`config.mk`:
```
export PLATFORM = sky130hd
export DESIGN_NAME = byte_packer_flat
export DESIGN_NICKNAME = d
export VERILOG_FILES = /design/src/rtl/byte_packer_if.sv /design/src/rtl/byte_packer.sv /design/src/flat_wrapper.sv
export SDC_FILE = /design/constraint.sdc
export NUM_CORES = 1
export LEC_CHECK = 0
export BUFFER_PORTS_ARGS = -buffer_cell sky130_fd_sc_hd__buf_4
export CAP_MARGIN = 10
export CORE_MARGIN = 2
export CORE_UTILIZATION = 52
export CTS_BUF_LIST = sky130_fd_sc_hd__clkbuf_8
export CTS_CLUSTER_SIZE = 10
export DETAILED_ROUTE_END_ITERATION = 6
export GPL_TIMING_DRIVEN = 0
export PLACE_DENSITY = 0.78
export RECOVER_POWER = 25
export SLEW_MARGIN = 20
export SYNTH_ARGS = -nofsm -noshare
export SYNTH_HDL_FRONTEND = slang
export SYNTH_SLANG_ARGS = --single-unit
export TNS_END_PERCENT = 5
```
`constraint.sdc`:
```
create_clock -name clk_50 -period 1.5 [get_ports clk_50]
set_clock_uncertainty 0.1 [all_clocks]
set_input_delay 0.075 -clock clk_50 [delete_from_list [all_inputs] [get_ports clk_50]]
set_output_delay 0.075 -clock clk_50 [all_outputs]
set_load 0.01 [all_outputs]
```
`src/rtl/byte_packer_if.sv`:
```
// byte_packer_if: byte-in / word-out handshake bundle around byte_packer
//   master: byte producer + word consumer (drives header_flag, write_en, packet_in, flush, data_ready)
//   slave : the packer (drives in_ready, all_data, data_valid, data_len, overflow)
interface byte_packer_if #(
   parameter int BYTE_W = 8,
   parameter int BYTES_PER_WORD = 4
);
   localparam int LW = $clog2(BYTES_PER_WORD + 1);
   logic header_flag, write_en, flush, in_ready, data_valid, data_ready, overflow;
   logic [BYTE_W-1:0] packet_in;
   logic [BYTE_W*BYTES_PER_WORD-1:0] all_data;
   logic [LW-1:0] data_len;
   modport master (
      output header_flag, write_en, packet_in, flush, data_ready,
      input  in_ready, all_data, data_valid, data_len, overflow
   );
   modport slave (
      input  header_flag, write_en, packet_in, flush, data_ready,
      output in_ready, all_data, data_valid, data_len, overflow
   );
endinterface

```
`src/rtl/byte_packer.sv`:
```
// byte_packer: packs BYTE_W-wide bytes into BYTES_PER_WORD-lane words with flush, packet headers and overflow flag
//   clk_50, reset : clock and synchronous active-high reset
//   bus (slave)   : byte input (header_flag, write_en, packet_in, flush, in_ready),
//                   word output (all_data, data_len, data_valid, data_ready), sticky overflow
module byte_packer #(
   parameter int BYTE_W = 8,
   parameter int BYTES_PER_WORD = 4,
   parameter bit MSB_FIRST = 1'b0
) (
   input logic clk_50,
   input logic reset,
   byte_packer_if.slave bus
);
   localparam int N = BYTES_PER_WORD;
   localparam int CW = $clog2(N);
   localparam int LW = $clog2(N + 1);
   logic [N-1:0][BYTE_W-1:0] acc_q, acc_d, acc_w;
   logic [CW-1:0] cnt_q, cnt_d, lane;
   logic [N*BYTE_W-1:0] all_data_q, all_data_d;
   logic [LW-1:0] data_len_q, data_len_d;
   logic flush_pend_q, flush_pend_d, data_valid_q, data_valid_d, overflow_q, overflow_d;
   logic slot_free, in_ready, accept, last, complete, flush_emit, emit;
   always_comb begin
      slot_free = !data_valid_q || bus.data_ready;
      last = cnt_q == CW'(N - 1);
      // a pending flush freezes the accumulator until its word has been emitted
      in_ready = !bus.header_flag && !flush_pend_q && (!last || slot_free);
      accept = bus.write_en && in_ready;
      complete = accept && last;
      flush_emit = flush_pend_q && slot_free && !complete;
      emit = !bus.header_flag && (complete || flush_emit);
      lane = MSB_FIRST ? CW'(N - 1) - cnt_q : cnt_q;
      acc_w = acc_q;
      if (accept) acc_w[lane] = bus.packet_in;
      // unwritten lanes are already zero because acc clears on every emit/header
      acc_d = (bus.header_flag || emit) ? '0 : acc_w;
      cnt_d = (bus.header_flag || emit) ? '0 : cnt_q + CW'(accept);
      flush_pend_d = !bus.header_flag && !flush_emit &&
                     (flush_pend_q || (bus.flush && !complete && (cnt_q != '0 || accept)));
      all_data_d = emit ? acc_w : all_data_q;
      data_len_d = emit ? (complete ? LW'(N) : LW'(cnt_q)) : data_len_q;
      data_valid_d = emit || (data_valid_q && !bus.data_ready);
      overflow_d = overflow_q || (bus.write_en && !in_ready && !bus.header_flag);
   end
   always_ff @(posedge clk_50) begin
      if (reset) begin
         acc_q <= '0;
         cnt_q <= '0;
         flush_pend_q <= 1'b0;
         all_data_q <= '0;
         data_len_q <= '0;
         data_valid_q <= 1'b0;
         overflow_q <= 1'b0;
      end else begin
         acc_q <= acc_d;
         cnt_q <= cnt_d;
         flush_pend_q <= flush_pend_d;
         all_data_q <= all_data_d;
         data_len_q <= data_len_d;
         data_valid_q <= data_valid_d;
         overflow_q <= overflow_d;
      end
   end
   assign bus.in_ready = in_ready;
   assign bus.all_data = all_data_q;
   assign bus.data_len = data_len_q;
   assign bus.data_valid = data_valid_q;
   assign bus.overflow = overflow_q;
endmodule

```
`src/flat_wrapper.sv`:
```
// flat-port wrapper written by rule: the top's interface ports become plain ports
module byte_packer_flat 
#(
   parameter int BYTE_W = 8,
   parameter int BYTES_PER_WORD = 4,
   parameter bit MSB_FIRST = 1'b0
)
  (clk_50, reset, bus_header_flag, bus_write_en, bus_packet_in, bus_flush, bus_data_ready, bus_in_ready, bus_all_data, bus_data_valid, bus_data_len, bus_overflow);
  byte_packer_if #(.BYTE_W(BYTE_W), .BYTES_PER_WORD(BYTES_PER_WORD)) bus_i ();
  input logic clk_50;
  input logic reset;
  input wire logic [$bits(bus_i.header_flag)-1:0] bus_header_flag;
  input wire logic [$bits(bus_i.write_en)-1:0] bus_write_en;
  input wire logic [$bits(bus_i.packet_in)-1:0] bus_packet_in;
  input wire logic [$bits(bus_i.flush)-1:0] bus_flush;
  input wire logic [$bits(bus_i.data_ready)-1:0] bus_data_ready;
  output wire logic [$bits(bus_i.in_ready)-1:0] bus_in_ready;
  output wire logic [$bits(bus_i.all_data)-1:0] bus_all_data;
  output wire logic [$bits(bus_i.data_valid)-1:0] bus_data_valid;
  output wire logic [$bits(bus_i.data_len)-1:0] bus_data_len;
  output wire logic [$bits(bus_i.overflow)-1:0] bus_overflow;
  assign bus_i.header_flag = bus_header_flag;
  assign bus_i.write_en = bus_write_en;
  assign bus_i.packet_in = bus_packet_in;
  assign bus_i.flush = bus_flush;
  assign bus_i.data_ready = bus_data_ready;
  assign bus_in_ready = bus_i.in_ready;
  assign bus_all_data = bus_i.all_data;
  assign bus_data_valid = bus_i.data_valid;
  assign bus_data_len = bus_i.data_len;
  assign bus_overflow = bus_i.overflow;
  byte_packer #(.BYTE_W(BYTE_W), .BYTES_PER_WORD(BYTES_PER_WORD), .MSB_FIRST(MSB_FIRST)) u_core (.clk_50(clk_50), .reset(reset), .bus(bus_i));
endmodule
```
-- Yosys cells after proc, flatten, opt, wreduce, memory -nomap -nowiden
Index checks and enable logic that the tools add are counted.
- equality and inequality tests: 1
- mux-type cells: 5
- $lt $le $gt $ge: 2
- add/subtract/negate cells: 1
- shift-type cells: 0
- div/mod/pow operators: 0
- bitwise gates (word level): 0
- reductions and logical operators: 33
- $mul: 0
- operators with widths (kind ; count):
    bitwise mux 32 bit ; 1
    2-to-1 mux 32 bit ; 1
    demux 8 bit (select 2 bit) ; 1
    logical AND 1 bit ; 15
    zero test 1 bit ; 8
    logical OR 1 bit ; 8
    2-to-1 mux 8 bit ; 1
    less-than comparator 2 x 3 -> 1 bit, second input constant ; 1
    2-to-1 mux 3 bit ; 1
    adder 2 x 1 -> 2 bit ; 1
    == test 2 bit, second input constant ; 1
    >= comparator 2 x 1 -> 1 bit, second input constant ; 1
    nonzero test 2 bit ; 1
    OR reduction 2 bit ; 1
- bits in read-only memories: 0
- latch bits: 0
- output and inout bits: 38
- word-level logic and storage cells: 52
- bits of input ports: 14
- memories kept: 0
- register bits after elaboration: 72
- memory bits (writable): 0

-- Depth between registers and ports, before layout
Gate-level depths: netlist of run 1.
- word-level depth: 12
- depth in mapped cells: 7
- mapped depth without buffers: 6

-- Worst setup path before layout of run 1
Ideal clock, no wire load.
- path kind: register -> register
- start: register u_core.cnt_q[0]
- end: register u_core.cnt_q[1]
- cell stages (with the launch flop): 8
- buffers on the path: 1
- required time: 1.283 ns
- arrival time: 1.464 ns
- setup slack: -0.181 ns
- library setup time: 0.117 ns
- cell sequence: dfxtp_1 > buf_2 > and4b_1 > nor3_1 > and2_1 > ha_1 > xnor2_1 > nor2_1
- cells in the longest elaborated chain, start to end: 12
- elaborated cells on any way between the ends: 13
- RTL lines (what ; line ; source):
    start, declared ; byte_packer.sv:18 ; logic [CW-1:0] cnt_q, cnt_d, lane;
    start signal, assigned ; byte_packer.sv:56 ; cnt_q <= cnt_d;
    == test 2 bit (*) ; byte_packer.sv:25 ; last = cnt_q == CW'(N - 1);
    zero test 1 bit (*) ; byte_packer.sv:27 ; in_ready = !bus.header_flag && !flush_pend_q && (!last || slot_free);
    logical OR 1 bit (*) ; byte_packer.sv:27 ;
    logical AND 1 bit (*) ; byte_packer.sv:27 ;
    named net bus_in_ready ; flat_wrapper.sv:17 ; output wire logic [$bits(bus_i.in_ready)-1:0] bus_in_ready;
    logical AND 1 bit (*) ; byte_packer.sv:28 ; accept = bus.write_en && in_ready;
    logical AND 1 bit ; byte_packer.sv:29 ; complete = accept && last;
    zero test 1 bit ; byte_packer.sv:30 ; flush_emit = flush_pend_q && slot_free && !complete;
    logical AND 1 bit ; byte_packer.sv:30 ;
    logical OR 1 bit ; byte_packer.sv:31 ; emit = !bus.header_flag && (complete || flush_emit);
    logical AND 1 bit ; byte_packer.sv:31 ;
    logical OR 1 bit ; byte_packer.sv:37 ; cnt_d = (bus.header_flag || emit) ? '0 : cnt_q + CW'(accept);
    OR reduction 2 bit (no line) ; - ;
Mark *: on every way through the listed nets, which the timed path passes. The rest lies on a longest branch.
A chain may end at the register's enable or synchronous reset.

-- Worst setup path in the final report of run 1
- start: register u_core.flush_pend_q
- end: register u_core.all_data_q[30], in the netlist u_core.bus.all_data[30]
- cells in the longest elaborated chain, start to end: 9
- elaborated cells on any way between the ends: 11
- RTL lines (what ; line ; source):
    start, declared ; byte_packer.sv:21 ; logic flush_pend_q, flush_pend_d, data_valid_q, data_valid_d, overflow_q, overflow_d;
    start signal, assigned ; byte_packer.sv:57 ; flush_pend_q <= flush_pend_d;
    zero test 1 bit ; byte_packer.sv:27 ;
    logical AND 1 bit (2 in a row) ; byte_packer.sv:27 ;
    logical AND 1 bit ; byte_packer.sv:28 ;
    logical AND 1 bit ; byte_packer.sv:29 ;
    zero test 1 bit ; byte_packer.sv:30 ;
    logical AND 1 bit ; byte_packer.sv:30 ;
    logical OR 1 bit ; byte_packer.sv:31 ;
    logical AND 1 bit ; byte_packer.sv:31 ;
    end signal, assigned ; byte_packer.sv:58 ; all_data_q <= all_data_d;
    end, declared ; byte_packer.sv:19 ; logic [N*BYTE_W-1:0] all_data_q, all_data_d;
Several ways; a longest one is shown, not always the timed one.

==> results of run 1 <==
-- cell families (layout without fill, tap and decap cells) --
kind of cell / after synthesis / in the layout / share of synthesized area, %
xor+xnor: 1 / 1 / 0.293
flops: 72 / 72 / 48.2
buf+inv: 41 / 116 / 6.65
fa+ha+maj: 1 / 1 / 0.418
simple gates: 56 / 56 / 10.8
compound gates: 143 / 143 / 33.7
-- final cells by class --
| cell class | instances | share of cell area, % |
|---|---|---|
| Multi-Input combinational cell | 201 | 37.8 |
| Tap cell | 72 | 2.27 |
| Buffer | 36 | 6.81 |
| Inverter | 3 | 0.284 |
| Timing Repair Buffer | 62 | 11.4 |
| Clock buffer | 10 | 3.47 |
| Sequential cell | 72 | 36.5 |
| Clock inverter | 5 | 1.45 |
-- metrics by stage --
step	setup TNS (ns)	hold WS (ns)	std cells	area (um^2)
floorplan	-2.02	0.147	314	3020
global placement	-16.44	0.284	436	3480
detailed placement	-16.95	0.283	436	3480
CTS	-2.40	-0.00845	460	3950
global route	-7.88	0.0198	461	3970
finish	-4.11	-0.00463	461	3970
-- where the power goes --
part           leakage, nW  internal, W  switching (W)  total [W]
combinational        0.633     0.000148       0.000230   0.000378
clock                0.102     0.000803       0.000708    0.00151
sequential           0.583      0.00193      0.0000158    0.00195
total                 1.32      0.00289       0.000953    0.00384
-- repair_timing --
| action | 4_1_cts | 5_1_grt |
|---|---|---|
| endpoints found under the setup margin | 72 | 71 |
| resized for setup | 58 | 15 |
| hold buffers | 9 | 0 |
| setup buffers | 2 | 1 |
| hold endpoints to repair | 55 | 0 |
| pin swaps | 8 | 3 |
-- sequential cells by signal, indices dropped and copies added, names as in the netlist --
signal,cells
u_core.bus.all_data,32
u_core.bus.data_len,3
u_core.flush_pend_q,1
u_core.bus.overflow,1
u_core.acc_q,32
u_core.cnt_q,2
u_core.bus.data_valid,1
-- metal layers --
metal  global-route usage, %  share of wire [%]  vias to the layer above
li1                        -                  -                     1380
met1                    39.4                 42                     1421
met2                    44.3                 48                      136
met3                    5.43                7.8                       19
met4                    13.1                2.1                        0
met5                       0                  0                        -
-- worst max path at each step --
stage,startpoint,cells past startpoint,to
CTS,u_core.flush_pend_q$_SDFF_PP0_,5,u_core.bus.all_data[25]$_SDFFE_PP0P_
global placement,u_core.bus.data_valid$_SDFF_PP0_,5,u_core.acc_q[31]$_SDFF_PP0_
detailed placement,u_core.bus.data_valid$_SDFF_PP0_,5,u_core.acc_q[27]$_SDFF_PP0_
global route,u_core.flush_pend_q$_SDFF_PP0_,5,u_core.bus.all_data[28]$_SDFFE_PP0P_
finish,u_core.flush_pend_q$_SDFF_PP0_,5,u_core.bus.all_data[30]$_SDFFE_PP0P_
floorplan,u_core.cnt_q[0]$_SDFF_PP0_,7,u_core.cnt_q[1]$_SDFF_PP0_
-- synthesized netlist by cell type, drive strengths merged, types with 2 or more instances --
cell     n  area share (%)
a21oi   38             6.4
nand3   25             4.2
o31ai   11             5.5
nor2b    4            0.84
and2     2            0.42
nand2b   3            0.63
clkbuf  17             2.2
buf     21             4.1
a31oi   33             7.1
nor2     5            0.63
inv      2            0.25
nor3     2            0.33
o21ai   25             4.2
a311oi  32             9.4
nand4   10             2.1
dfxtp   72              48
-- worst max-delay path, delay by kind of cell, from the launching register on --
| family | cells | cell delay, ns |
|---|---|---|
| AOI/OAI and AO/OA | 2 | 0.29 |
| DFF | 1 | 0.31 |
| buffers and inverters | 2 | 0.33 |
| and+or+nand+nor | 1 | 0.44 |
==> run metrics, run 1 <==
status=finished with violations; violated checks=hold timing, setup timing; # setup viols final=66; initial antenna violation count=0; Post-synth EDFFs=0; Total Nets Final=400; Critical Path Sink Type=flip-flop; Fmax=0.619 GHz; total power=0.00384 W; crit path launch type=flip-flop; Die Area=6380 um^2; max incr delay on CP=0.44 ns; maximum vdd ir drop=0.573 mV; FF/Latch Area=1450 um^2; hold path start=bus_write_en; R2R setup slack=-0.11 ns; Final Max Slew Viols=0; R2R Path End=u_core.bus.all_data[30]$_SDFFE_PP0P_; PwrDens=968 nW/um^2; clk root buf=clkbuf_8; Tot GR Track Use=28.8%; syn_nets=329; Final Critical Period=1.61 ns; Clock Latency Late Sink=0.35 ns; Yosys cell types=33; Post-DRT Antenna Nets=0; Max FO, Critical Path=10; die width=79.9 um; maximum clock insertion buffer count=2; CP required=1.61 ns; Crit Path Class=reg -> reg; initial core utilization=54.0%; grt total ovfl=0; max_cap viols=0; Num Clock Sinks=72; Vias=2956; R2R Path Start=u_core.flush_pend_q$_SDFF_PP0_; layout cell share with drive strength beyond 1=33.7%; most common cell after layout, fill and taps aside=dfxtp_1; routed len/inst=18.9 um; WHS Endpoint=u_core.bus.overflow$_SDFF_PP0_; CTS tree=built; drt total wl=8710 um; Top FF cell, synth=dfxtp_1; placer congestion estimate=0.867; multi-input logic area=1500 um^2; top-level I/O count=52; dpl ws=-0.438 ns; RSZ-0062 raised after global routing=true; core box area=5540 um^2; Pre-Repair DR Iteration Count=7; Clk pin slew, worst setup/hold paths=0.07 ns; # fillers=434; WP data arrival=1.73 ns; vias in the first global route=2825; DRT iter0 DRCs=284; detailed-route vias per instance=6.41; Pleak=1.32 nW; Post-synth ARST share=0%; CP max-delay cell=or3b_4; Final Core Density=71.6%; Syn Inst Count=314; Final WS setup=-0.114 ns; hold path cells=3; most frequent cells in the layout=70 x dfxtp_1, 54 x buf_4, 38 x a21oi_1; Clock H-tree levels=3; Inserted Diodes=0; hold slack=-0.00463 ns; PortBufs=50; largest net degree at the start of global routing=13; relative slew slack=65.6%; r2r worst-path depth=5; Syn Std Cell Area=2990 um^2; FP Rows=27; Ys Warns=0; worst-margin pin slew=0.516 ns; endpoints failing hold=1; post-synthesis sequential area ratio=48.2%; class of the worst hold path=in -> reg; TritonCTS buffer count=9; die height=79.9 um; fin crit share=108%; flops & latches, synth=72; first-pass GRT wire length=14000 um; Post-route DRC=0; syn avg cell area=9.53 um^2; Area Growth Syn to Fin=32.6%; post-DP HPWL=5680 um; Cell Chain, Critical Path=buf_6, or3b_4, buf_12, o31ai_4, a311oi_1
(Power assumes the default switching activity.)
==> run 2: changes to the inputs <==
--- a/config.mk
+++ b/config.mk
@@ -5,7 +5,7 @@
 export SDC_FILE = /design/constraint.sdc
 export NUM_CORES = 1
 export LEC_CHECK = 0
-export BUFFER_PORTS_ARGS = -buffer_cell sky130_fd_sc_hd__buf_4
+export BUFFER_PORTS_ARGS = -buffer_cell sky130_fd_sc_hd__buf_2
 export CAP_MARGIN = 10
 export CORE_MARGIN = 2
 export CORE_UTILIZATION = 52
@@ -19,4 +19,4 @@
 export SYNTH_ARGS = -nofsm -noshare
 export SYNTH_HDL_FRONTEND = slang
 export SYNTH_SLANG_ARGS = --single-unit
-export TNS_END_PERCENT = 5
+export TNS_END_PERCENT = 20
==> run 2 against run 1 <==
- the flow finishes with violations (setup timing)
- non-clock buffer count grew 8
- critical path depth grew 1
- highest routed layer unchanged
- wire length grew 5.0%
- clock power shrank 11%
- largest power group unchanged
- final cell count grew 2.0%
- flip-flop and latch count is the same
- global-route usage shrank 1.3 points
- hold slack gained 0.023 ns
- count of clock-buffer cells in the layout is the same
- critical endpoint is now u_core.bus.all_data[28]$_SDFFE_PP0P_
- first-iteration DRC count grew 19%
==> run metrics, run 2 (synthesis results as in run 1) <==
RSZ-0062 raised after global routing=true (unchanged); fin crit share=112% (was 108%); detailed-route vias per instance=6.47 (was 6.41); Post-DRT Antenna Nets=0 (unchanged); total power=0.00368 W (was 0.00384 W); Total Nets Final=408 (was 400); most common cell after layout, fill and taps aside=dfxtp_1 (unchanged); worst-margin pin slew=0.520 ns (was 0.516 ns); Fmax=0.594 GHz (was 0.619 GHz); Clk pin slew, worst setup/hold paths=0.07 ns (about the same); FP Rows=27 (unchanged); Area Growth Syn to Fin=32.1% (was 32.6%); final design area excluding fillers=3950 um^2 (was 3970 um^2); largest net degree at the start of global routing=12 (was 13); first-pass GRT wire length=13400 um (was 14000 um); Critical Path Sink Type=flip-flop (unchanged); max_cap viols=0 (unchanged); initial antenna violation count=0 (unchanged); drt total wl=9140 um (was 8710 um); Clock Latency Late Sink=0.35 ns (about the same); PwrDens=930 nW/um^2 (was 968 nW/um^2); Clk network pwr share=36.8% (was 39.4%); Inserted Diodes=0 (unchanged); # setup viols final=67 (was 66); Final WS setup=-0.184 ns (was -0.114 ns); CP required=1.61 ns (about the same); clk root buf=clkbuf_8 (unchanged); Final Max Slew Viols=0 (unchanged); Vias=3041 (was 2956); WP data arrival=1.80 ns (was 1.73 ns); routed len/inst=19.4 um (was 18.9 um); CP max-delay cell=or3b_1 (was or3b_4); maximum vdd ir drop=0.685 mV (was 0.573 mV); endpoints failing hold=0 (was 1); Tot GR Track Use=27.5% (was 28.8%); layout cell share with drive strength beyond 1=34.2% (was 33.7%); Crit Path Class=reg -> reg (unchanged); CTS tree=built (unchanged); top-level I/O count=52 (unchanged); hold slack=0.0184 ns (was -0.00463 ns); max incr delay on CP=0.37 ns (was 0.44 ns); initial core utilization=54.0% (unchanged); crit path launch type=flip-flop (unchanged); status=finished with violations (unchanged); maximum clock insertion buffer count=2 (unchanged); Pleak=1.35 nW (was 1.32 nW); PortBufs=50 (unchanged); Pre-Repair DR Iteration Count=5 (was 7); TritonCTS buffer count=9 (unchanged); combinational power share=10.2% (was 9.8%); die height=79.9 um (unchanged); Die Area=6380 um^2 (unchanged); switching share of power=26.7% (was 24.8%); grt total ovfl=0 (unchanged); most frequent cells in the layout=69 x dfxtp_1, 42 x buf_2, 38 x a21oi_1 (was 70 x dfxtp_1, 54 x buf_4, 38 x a21oi_1); die width=79.9 um (unchanged); Final Critical Period=1.68 ns (was 1.61 ns); DRT iter0 DRCs=338 (was 284); Clock H-tree levels=3 (unchanged); violated checks=setup timing (was hold timing, setup timing); Max FO, Critical Path=10 (unchanged); Num Clock Sinks=72 (unchanged); post-DP HPWL=5560 um (was 5680 um); dpl cell area=3380 um^2 (was 3480 um^2); class of the worst hold path=in -> reg (unchanged); Cell Int Power=0.00270 W (was 0.00289 W); relative slew slack=65.4% (was 65.6%); P_sw=0.000980 W (was 0.000953 W); vias in the first global route=2655 (was 2825); Seq pwr share=53.0% (was 50.8%); Post-route DRC=0 (unchanged); placer congestion estimate=0.910 (was 0.867); core box area=5540 um^2 (unchanged); Cell Chain, Critical Path=buf_6, or3b_1, buf_6, buf_12, o31ai_4, a311oi_1 (was buf_6, or3b_4, buf_12, o31ai_4, a311oi_1); Crit path top cell by count=buf_6
## run 2: repair_timing
| item | 4_1_cts | 5_1_grt |
|---|---|---|
| setup endpoints to repair | 69 | 71 |
| hold buffers | 10 | 0 |
| cloned | 0 | 1 |
| endpoints found under the hold margin | 42 | 0 |
| buffers inserted | 0 | 8 |
| pin swaps | 7 | 16 |
| resized for setup | 32 | 50 |
## run 2: cell type report
class	count	area (um^2)
buffer	37	279
sequential	72	1450
clock inverter	6	28.8
inverter	3	11.3
multi-input combinational	201	1550
fill	414	1590
tap	72	90.1
clock buffer	10	138
timing repair buffer	69	409
## run 2: critical path, delay by kind of cell, from the launching register on
kind	cells	cell delay [ns]
AO/OA/AOI/OAI	2	0.32
buffers and inverters	3	0.45
flip-flops	1	0.31
AND/OR/NAND/NOR	1	0.37
## run 2: metrics by stage
| step | TNS, ns | util [%] | worst slack [ns] | cells |
|---|---|---|---|---|
| floorplan | -1.72 | - | -0.0649 | 314 |
| global placement | -18.55 | 61.0 | -0.420 | 436 |
| detailed placement | -19.47 | 61.0 | -0.436 | 436 |
| CTS | -6.85 | 67.4 | -0.139 | 461 |
| global route | -10.79 | 71.4 | -0.233 | 470 |
| finish | -7.26 | 71.4 | -0.184 | 470 |
## run 2: final timing paths
path	startpoint	to	slack [ns]	depth (start not counted)
worst max-delay path	u_core.flush_pend_q$_SDFF_PP0_	u_core.bus.all_data[28]$_SDFFE_PP0P_	-0.18	6
worst min-delay path	bus_write_en	u_core.bus.overflow$_SDFF_PP0_	0.02	3
worst max register to register	u_core.flush_pend_q$_SDFF_PP0_	u_core.bus.all_data[28]$_SDFFE_PP0P_	-0.18	6
worst min register to register	u_core.bus.overflow$_SDFF_PP0_	u_core.bus.overflow$_SDFF_PP0_	0.35	2
## run 2: metal layers
| layer | part of all wire, % | up-vias | track usage [%] | wire, um |
|---|---|---|---|---|
| met5 | 0 | - | 0 | 0 |
| met3 | 8.2 | 28 | 5.54 | 749 |
| li1 | - | 1390 | - | - |
| met1 | 42 | 1455 | 38.9 | 3830 |
| met4 | 2.6 | 0 | 9.15 | 242 |
| met2 | 47 | 168 | 42.1 | 4320 |
## run 2: power groups by stage
stage	clock network, W	logic [W]	registers (W)
floorplan	0	0.000183	0.00200
CTS	0.00134	0.000335	0.00195
finish	0.00135	0.000375	0.00195
global placement	0	0.000298	0.00199
detailed placement	0	0.000300	0.00199
global route	0.00142	0.000402	0.00195
